===== src/rtl/mips32_pkg.sv =====
// -----------------------------------------------------------------------------
// mips32_pkg
// Shared definitions for the pipe_MIPS32 hazard scoreboard:
//   - default sizing (register count, register address width, shadow depth)
//   - pipe_MIPS32 opcode encodings
//   - scb_entry_t: one shadow-pipe slot {valid, rd, is_load}
// No ports (package).
// -----------------------------------------------------------------------------
package mips32_pkg;

  localparam int SCB_NREG       = 32;
  localparam int SCB_RADDR_W    = 5;
  localparam int SCB_PIPE_DEPTH = 3;

  // Storage width of rd inside an entry. Wide enough for any practical
  // RADDR_W; narrower addresses are zero-extended before comparison.
  localparam int SCB_RD_W = 8;

  typedef enum logic [5:0] {
    OP_ADD   = 6'b000000,
    OP_SUB   = 6'b000001,
    OP_AND   = 6'b000010,
    OP_OR    = 6'b000011,
    OP_SLT   = 6'b000100,
    OP_MUL   = 6'b000101,
    OP_LW    = 6'b001000,
    OP_SW    = 6'b001001,
    OP_ADDI  = 6'b001010,
    OP_SUBI  = 6'b001011,
    OP_SLTI  = 6'b001100,
    OP_BNEQZ = 6'b001101,
    OP_BEQZ  = 6'b001110,
    OP_HLT   = 6'b111111
  } opcode_e;

  typedef struct packed {
    logic                valid;
    logic [SCB_RD_W-1:0] rd;
    logic                is_load;
  } scb_entry_t;

endpackage


===== src/rtl/mips32_scb_match.sv =====
// -----------------------------------------------------------------------------
// mips32_scb_match
// Compares one ID source register against the hazard-visible shadow entries
// and reports the youngest (lowest index) matching entry.
// Ports:
//   src_i          source register address
//   used_i         source is actually read by the instruction
//   ent_i          shadow entries 0..NCHK-1 (entry 0 is youngest)
//   hit_o          some entry matches
//   hit_idx_o      index of youngest matching entry
//   hit_is_load_o  youngest matching entry is a load
// -----------------------------------------------------------------------------
module mips32_scb_match
  import mips32_pkg::*;
#(
  parameter int RADDR_W = SCB_RADDR_W,
  parameter int NCHK    = SCB_PIPE_DEPTH - 1,
  parameter int IDX_W   = 1
) (
  input  logic [RADDR_W-1:0]         src_i,
  input  logic                       used_i,
  input  scb_entry_t [NCHK-1:0]      ent_i,
  output logic                       hit_o,
  output logic [IDX_W-1:0]           hit_idx_o,
  output logic                       hit_is_load_o
);

  // Scan oldest to youngest so the youngest match is the last one written.
  always_comb begin
    hit_o         = 1'b0;
    hit_idx_o     = '0;
    hit_is_load_o = 1'b0;
    for (int i = NCHK - 1; i >= 0; i--) begin
      if (used_i && (src_i != '0) && ent_i[i].valid &&
          (ent_i[i].rd == SCB_RD_W'(src_i))) begin
        hit_o         = 1'b1;
        hit_idx_o     = IDX_W'(i);
        hit_is_load_o = ent_i[i].is_load;
      end
    end
  end

endmodule


===== src/rtl/mips32_hazard_scoreboard.sv =====
// -----------------------------------------------------------------------------
// mips32_hazard_scoreboard
// RAW-hazard scoreboard beside the pipe_MIPS32 ID stage. A shadow pipe records
// the destination of each issued instruction until it writes back; an ID
// instruction reading a pending register is held. Also latches HLT.
// Build option: define MIPS32_SCB_FWD_EN when the datapath has EX/MEM bypass;
// then only load-use stalls and fwd_a/fwd_b select the bypass source.
// Ports:
//   clk1, rst_n            clock, asynchronous active-low reset
//   id_valid               instruction in ID requests issue
//   id_rs/id_rt            source registers, id_rs_used/id_rt_used qualify them
//   id_rd, id_wr_en        destination and its write enable
//   id_is_load, id_halt    instruction is LW / HLT
//   flush                  taken branch squashes the ID instruction
//   stall, issue           combinational hold / advance of ID
//   halted                 sticky, set once HLT issues
//   busy                   bitmap of registers with a pending write
//   fwd_a, fwd_b           bypass select per source (0 = regfile)
// -----------------------------------------------------------------------------
module mips32_hazard_scoreboard
  import mips32_pkg::*;
#(
  parameter int NREG       = SCB_NREG,
  parameter int RADDR_W    = SCB_RADDR_W,
  parameter int PIPE_DEPTH = SCB_PIPE_DEPTH
) (
  input  logic               clk1,
  input  logic               rst_n,
  input  logic               id_valid,
  input  logic [RADDR_W-1:0] id_rs,
  input  logic [RADDR_W-1:0] id_rt,
  input  logic               id_rs_used,
  input  logic               id_rt_used,
  input  logic [RADDR_W-1:0] id_rd,
  input  logic               id_wr_en,
  input  logic               id_is_load,
  input  logic               id_halt,
  input  logic               flush,
  output logic               stall,
  output logic               issue,
  output logic               halted,
  output logic [NREG-1:0]    busy,
  output logic [1:0]         fwd_a,
  output logic [1:0]         fwd_b
);

  // The oldest entry is writing back this cycle; the regfile writes before it
  // is read, so only the younger PIPE_DEPTH-1 entries can hazard.
  localparam int NCHK  = PIPE_DEPTH - 1;
  localparam int IDX_W = (NCHK > 1) ? $clog2(NCHK) : 1;

  scb_entry_t [PIPE_DEPTH-1:0] ent_q, ent_d;
  logic                        halted_q, halted_d;

  logic             a_hit, b_hit, a_ld, b_ld, a_stall, b_stall, can_go;
  logic [IDX_W-1:0] a_idx, b_idx;

  mips32_scb_match #(.RADDR_W(RADDR_W), .NCHK(NCHK), .IDX_W(IDX_W)) u_match_rs (
    .src_i         (id_rs),
    .used_i        (id_rs_used),
    .ent_i         (ent_q[NCHK-1:0]),
    .hit_o         (a_hit),
    .hit_idx_o     (a_idx),
    .hit_is_load_o (a_ld)
  );

  mips32_scb_match #(.RADDR_W(RADDR_W), .NCHK(NCHK), .IDX_W(IDX_W)) u_match_rt (
    .src_i         (id_rt),
    .used_i        (id_rt_used),
    .ent_i         (ent_q[NCHK-1:0]),
    .hit_o         (b_hit),
    .hit_idx_o     (b_idx),
    .hit_is_load_o (b_ld)
  );

`ifdef MIPS32_SCB_FWD_EN
  // With bypass, only a load still in entry 0 (data not yet read) must wait.
  assign a_stall = a_hit && (a_idx == '0) && a_ld;
  assign b_stall = b_hit && (b_idx == '0) && b_ld;
  assign fwd_a   = (a_hit && !a_stall) ? (2'(a_idx) + 2'd1) : 2'd0;
  assign fwd_b   = (b_hit && !b_stall) ? (2'(b_idx) + 2'd1) : 2'd0;
`else
  logic unused_fwd;
  assign unused_fwd = ^{a_idx, b_idx, a_ld, b_ld};
  assign a_stall    = a_hit;
  assign b_stall    = b_hit;
  assign fwd_a      = 2'd0;
  assign fwd_b      = 2'd0;
`endif

  // rst_n gates the handshake so stall/issue read 0 for the whole reset.
  assign can_go = rst_n && id_valid && !halted_q && !flush;
  assign stall  = can_go && (a_stall || b_stall);
  assign issue  = can_go && !(a_stall || b_stall);
  assign halted = halted_q;

  always_comb begin
    ent_d[0] = '0;
    if (issue && id_wr_en && (id_rd != '0)) begin
      ent_d[0].valid   = 1'b1;
      ent_d[0].rd      = SCB_RD_W'(id_rd);
      ent_d[0].is_load = id_is_load;
    end
    for (int i = 1; i < PIPE_DEPTH; i++) begin
      ent_d[i] = ent_q[i-1];
    end
    halted_d = halted_q || (issue && id_halt);
  end

  // Register 0 is never entered into the shadow pipe, so busy[0] stays 0.
  always_comb begin
    busy = '0;
    for (int r = 1; r < NREG; r++) begin
      for (int i = 0; i < PIPE_DEPTH; i++) begin
        if (ent_q[i].valid && (ent_q[i].rd == SCB_RD_W'(r))) begin
          busy[r] = 1'b1;
        end
      end
    end
  end

  always_ff @(posedge clk1 or negedge rst_n) begin
    if (!rst_n) begin
      ent_q    <= '0;
      halted_q <= 1'b0;
    end else begin
      ent_q    <= ent_d;
      halted_q <= halted_d;
    end
  end

endmodule


===== config.mk =====
export PLATFORM = sky130hd
export DESIGN_NAME = mips32_hazard_scoreboard
export DESIGN_NICKNAME = d
export VERILOG_FILES = /design/src/rtl/mips32_pkg.sv /design/src/rtl/mips32_scb_match.sv /design/src/rtl/mips32_hazard_scoreboard.sv
export SDC_FILE = /design/constraint.sdc
export NUM_CORES = 1
export LEC_CHECK = 0
export ABC_AREA = 1
export BUFFER_PORTS_ARGS = -buffer_cell sky130_fd_sc_hd__buf_2
export CORE_UTILIZATION = 50
export CTS_CLUSTER_DIAMETER = 80
export DETAILED_ROUTE_END_ITERATION = 12
export PLACE_DENSITY = 0.79
export SYNTH_ARGS = -nofsm -noshare
export SYNTH_HDL_FRONTEND = slang
export SYNTH_SLANG_ARGS = --single-unit

===== constraint.sdc =====
create_clock -name clk1 -period 1.6 [get_ports clk1]
set_clock_uncertainty 0.1 [all_clocks]
set_input_delay 0 -clock clk1 [delete_from_list [all_inputs] [get_ports clk1]]
set_output_delay 0 -clock clk1 [all_outputs]
set_load 0.01 [all_outputs]

* Yosys cells after proc, flatten, opt, wreduce, memory -nomap -nowiden
Cells that the tools add are included.
** Word-level totals
- Output and inout bits :: 39
- Register bits :: 28
- Word-level logic and storage cells :: 321
** Operators by class
- Eq/ne operators :: 97
- Reduce and logical (&&, ||, !) cells :: 119
- Muxes and demuxes :: 98
** Operators by type and width (count)
- $eq 8x5->1 const B :: 48
- $eq 8x4->1 const B :: 24
- $logic_and 1x1->1 :: 111
- $mux 1 :: 97
- $eq 8x3->1 const B :: 12
- $eq 8x2->1 const B :: 6
- $eq 8x5->1 :: 4
- $eq 8x1->1 const B :: 3
- $reduce_bool 5->1 :: 3
- $mux 10 :: 1
- $logic_not 1->1 :: 3
- $logic_or 1x1->1 :: 2

* Depth between registers and ports, before layout
- Word-level depth :: 12
- Gate-level depth with buffers :: 12

* By module
A second synthesis with hierarchy kept.
** Unflattened totals
- Cell total of the unflattened synthesis :: 416
- Area, all modules :: 2248.4 µm²
** Modules (own cells, without submodules)
- mips32_hazard_scoreboard :: instances 1, cells each 284, sequential area each 525.5 µm², area each 1682.9 µm²
- mips32_scb_match :: instances 2, cells each 66, sequential area each 0.0 µm², area each 282.8 µm²

* Worst setup path before layout
Ideal clock, no wire load.
- Kind :: reg-to-reg
- Start point :: reg ent_q (netlist bit ent_d[21])
- End point :: reg ent_q (netlist bit ent_d[11])
- Arrival time :: 1.190 ns
- Setup slack :: 0.238 ns
- Stages on the path, launching flop included :: 13
- Setup time :: 0.072 ns
- Cells stage by stage :: dfrtp_1 buf_6 inv_2 nand2_1 nand2_1 nor2_1 nand3_1 nand2_1 nand2_2 nand2_2 nor2_4 nand3_2 nor2_1
** RTL lines
- start, declared :: line mips32_hazard_scoreboard.sv:52 : scb_entry_t [PIPE_DEPTH-1:0] ent_q, ent_d;
- start signal, assigned :: line mips32_hazard_scoreboard.sv:127 : ent_q <= ent_d;

* Worst setup path after layout
- Start point :: reg ent_q (netlist bit ent_d[25])
- End point :: out busy[18]
** Between the ends
- Word-level cells in the longest chain between the ends :: 4
** RTL lines
- $eq 8x5->1 :: line mips32_hazard_scoreboard.sv:115 : if (ent_q[i].valid && (ent_q[i].rd == SCB_RD_W'(r))) begin
- $logic_and 1x1->1 :: line mips32_hazard_scoreboard.sv:115
- $mux 1 (2 in a row) :: line mips32_hazard_scoreboard.sv:115
- end, declared :: line mips32_hazard_scoreboard.sv:42 : output logic [NREG-1:0] busy,
Every way passes these cells.

==> key figures <==
Run status
  • Status: finished, violations left
  • Failing checks: setup timing

Power
  • Max VDD drop: 545 µV
  • Flop pwr share: 49.0%
  • Clk pwr share: 31.3%
  • Sw Ratio: 27.9%
  • Cell Pwr Density: 376 nW/µm²
  • Logic pwr share: 19.7%
  • NetSw: 0.291 mW
  • Int Pwr: 0.752 mW
  • Leakage: 1.48 nW

Final layout
  • Layout cells sized above 1: 35.1%
  • Leading cell types in the layout, fill and taps excluded: 150 x nand2_1, 54 x buf_2, 46 x nor2_1
  • Ant. Diodes: 0
  • Layout area overhead: 42.9%
  • Design area: 2770 µm²
  • Commonest non-fill, non-tap cell in the layout: nand2_1
  • Layout Utilization: 75.1%
  • Nets: 481

Timing
  • Final Hold Fails: 0
  • Final Cycle Share: 101%
  • Hold slack final: 0.100 ns
  • Setup violators final: 3
  • RSZ-0062 raised after global routing: yes
  • Slew Limit Fails: 0
  • Setup tns final: -0.0239 ns
  • Max Fclk: 619 MHz
  • PnR worst setup slack: -0.0153 ns
  • Tmin final: 1.62 ns

Synth
  • Synth Flop Type: dfrtp_1
  • Mean Syn Cell Area: 5.16 µm²
  • Synth Warn #: 0
  • Flops & latches, synth: 19
  • Synth Cell Area: 1940 µm²
  • Post-synth ARST share: 100%
  • Number of flops mapped to enable cells by yosys: 0
  • Seq/Total Area, Yosys: 24.5%
  • Netlist cell types: 22
  • Synth Instances: 376

Global route
  • Vias in the first global route: 2,370
  • Initial antenna violation count: 0
  • Grt total ovfl: 0
  • First-pass GRT wire length: 10.6 mm
  • Aggregate global-route resource usage: 32.9%
  • Largest net degree at the start of global routing: 20

Critical path
  • Reg-to-reg startpoint: ent_d[23]
  • Reg2reg setup slack: 0.06 ns
  • CP required: 1.50 ns
  • CP startpoint kind: flop
  • Crit-path max FO: 8
  • Crit Path Class: reg2out
  • RR Endpoint: ent_d[12]
  • Worst Setup End Kind: output port
  • Worst Reg-to-Reg Cells: 11
  • Critical Path AT: 1.52 ns

Place
  • Cell area after placement: 2300 µm²
  • DP Worst Slack: 0.101 ns
  • GP Congestion: 0.965
  • DP HPWL: 4.53 mm
  • Port bufs: 56

Clocking
  • Worst-path clk slew: 0.07 ns
  • Clock Latency Late Sink: 0.26 ns
  • CTS Sinks: 19
  • CTS tree: built
  • CTS Buf Count: 3
  • Maximum clock insertion buffer count: 2
  • Clk root buf: clkbuf_8
  • H-tree depth: 1

Floorplan
  • Starting Density: 52.6%
  • IO Count: 63
  • Die X: 64.3 µm
  • DIE AREA: 4130 µm²
  • Rows: 22
  • Die height: 64.3 µm
  • Core area: 3690 µm²

Worst hold path
  • Hold Path Stages: 6
  • Worst Hold Path EP: ent_d[19]
  • Hold Startpoint: flush
  • Worst hold path class: in2reg

Job
  • Max Cap Violations: 0

Drt
  • Vias per Instance: 5.25
  • Drt first pass iters: 7
  • # DRC: 0
  • Routed WL per cell: 13.0 µm
  • Drt initial violations: 278
  • Routed wire length: 6.58 mm
  • Antenna Nets Post-Route: 0
  • Vias: 2,646
[how the worst max path moves through the flow]
stage,start,to,slack (ns),depth (start not counted)
6_report,ent_d[25],busy[18],-0.02,7
5_1_grt,ent_d[13],issue,-0.08,10
4_1_cts,ent_d[25],issue,-0.02,10
3_5_place_dp,ent_d[11],ent_d[14],0.10,11
3_3_place_gp,ent_d[14],halted,0.14,10
2_1_floorplan,ent_d[21],ent_d[11],0.24,12
[worst max-delay path: stages, from the launching register on]
cell and delay (ns):
dfrtp_2 0.47, buf_4 0.18, nand2_2 0.08, inv_1 0.05, buf_4 0.16, nand2_1 0.07
nand3_1 0.09, buf_2 0.15
[timing repair]
action                                  CTS  global route
pin swaps                                 7            18
hold buffers                              8             0
endpoints found under the setup margin   29            38
endpoints found under the hold margin    26             0
gates cloned                              0             3
buffers inserted                          2             4
gates resized for setup                  18            80
[sequential cells by signal, summed over array words and instances (netlist names)]
name,count
ent_q,6
halted,1
ent_d,12
[through the flow]
step	total power, mW	instances
6_report	1.04	504
5_1_grt	1.09	504
4_1_cts	1.02	497
3_5_place_dp	0.675	483
3_3_place_gp	0.671	483
2_1_floorplan	0.610	380
[layout make-up]
cell class              count  area, µm²
clock buffers               3       41.3
repair inverters            2       15.0
multi-input cells         299       1430
inverters                  50        205
fillers                   300        917
flip-flops and latches     19        488
well taps                  48       60.1
clock inverters             1       5.00
repair buffers             82        527
[kinds of logic after synthesis]
kind of cell	share of synthesized area, %
AO/OA/AOI/OAI	2.06
buffers and inverters	13.5
flip-flops	24.5
other	0.193
AND/OR/NAND/NOR	59.7
[power groups by stage]
| stage | Combinational, mW | Sequential (mW) | Clock (mW) |
|---|---|---|---|
| final | 0.206 | 0.511 | 0.327 |
| after global routing | 0.230 | 0.512 | 0.349 |
| after CTS | 0.178 | 0.509 | 0.330 |
| after detailed placement | 0.158 | 0.517 | 0 |
| after global placement | 0.155 | 0.516 | 0 |
| after floorplan | 0.0939 | 0.516 | 0 |
[synth_stat cells (2+ instances only)]
master / count / area share [%]
buf_2: 2 / 0.52
nand2_2: 3 / 0.97
clkbuf_1: 4 / 0.77
o21ai_0: 2 / 0.52
nor2_1: 79 / 15
nor3_1: 2 / 0.52
nand4_1: 3 / 0.97
dfrtp_1: 19 / 25
inv_2: 6 / 1.2
nand3_1: 35 / 9.0
nand2_1: 163 / 32
buf_4: 5 / 1.9
inv_1: 44 / 8.5
[per-layer routing]
layer | track usage (%) | routed length (µm) | share of wire (%) | vias up
met1 | 42.1 | 2520 | 38 | 1156
met3 | 4.29 | 659 | 10 | 30
met5 | 0 | 0 | 0 | -
li1 | - | - | - | 1279
met2 | 56.7 | 3160 | 48 | 181
met4 | 10.8 | 235 | 3.6 | 0
Power figures use the tool's default switching activity.
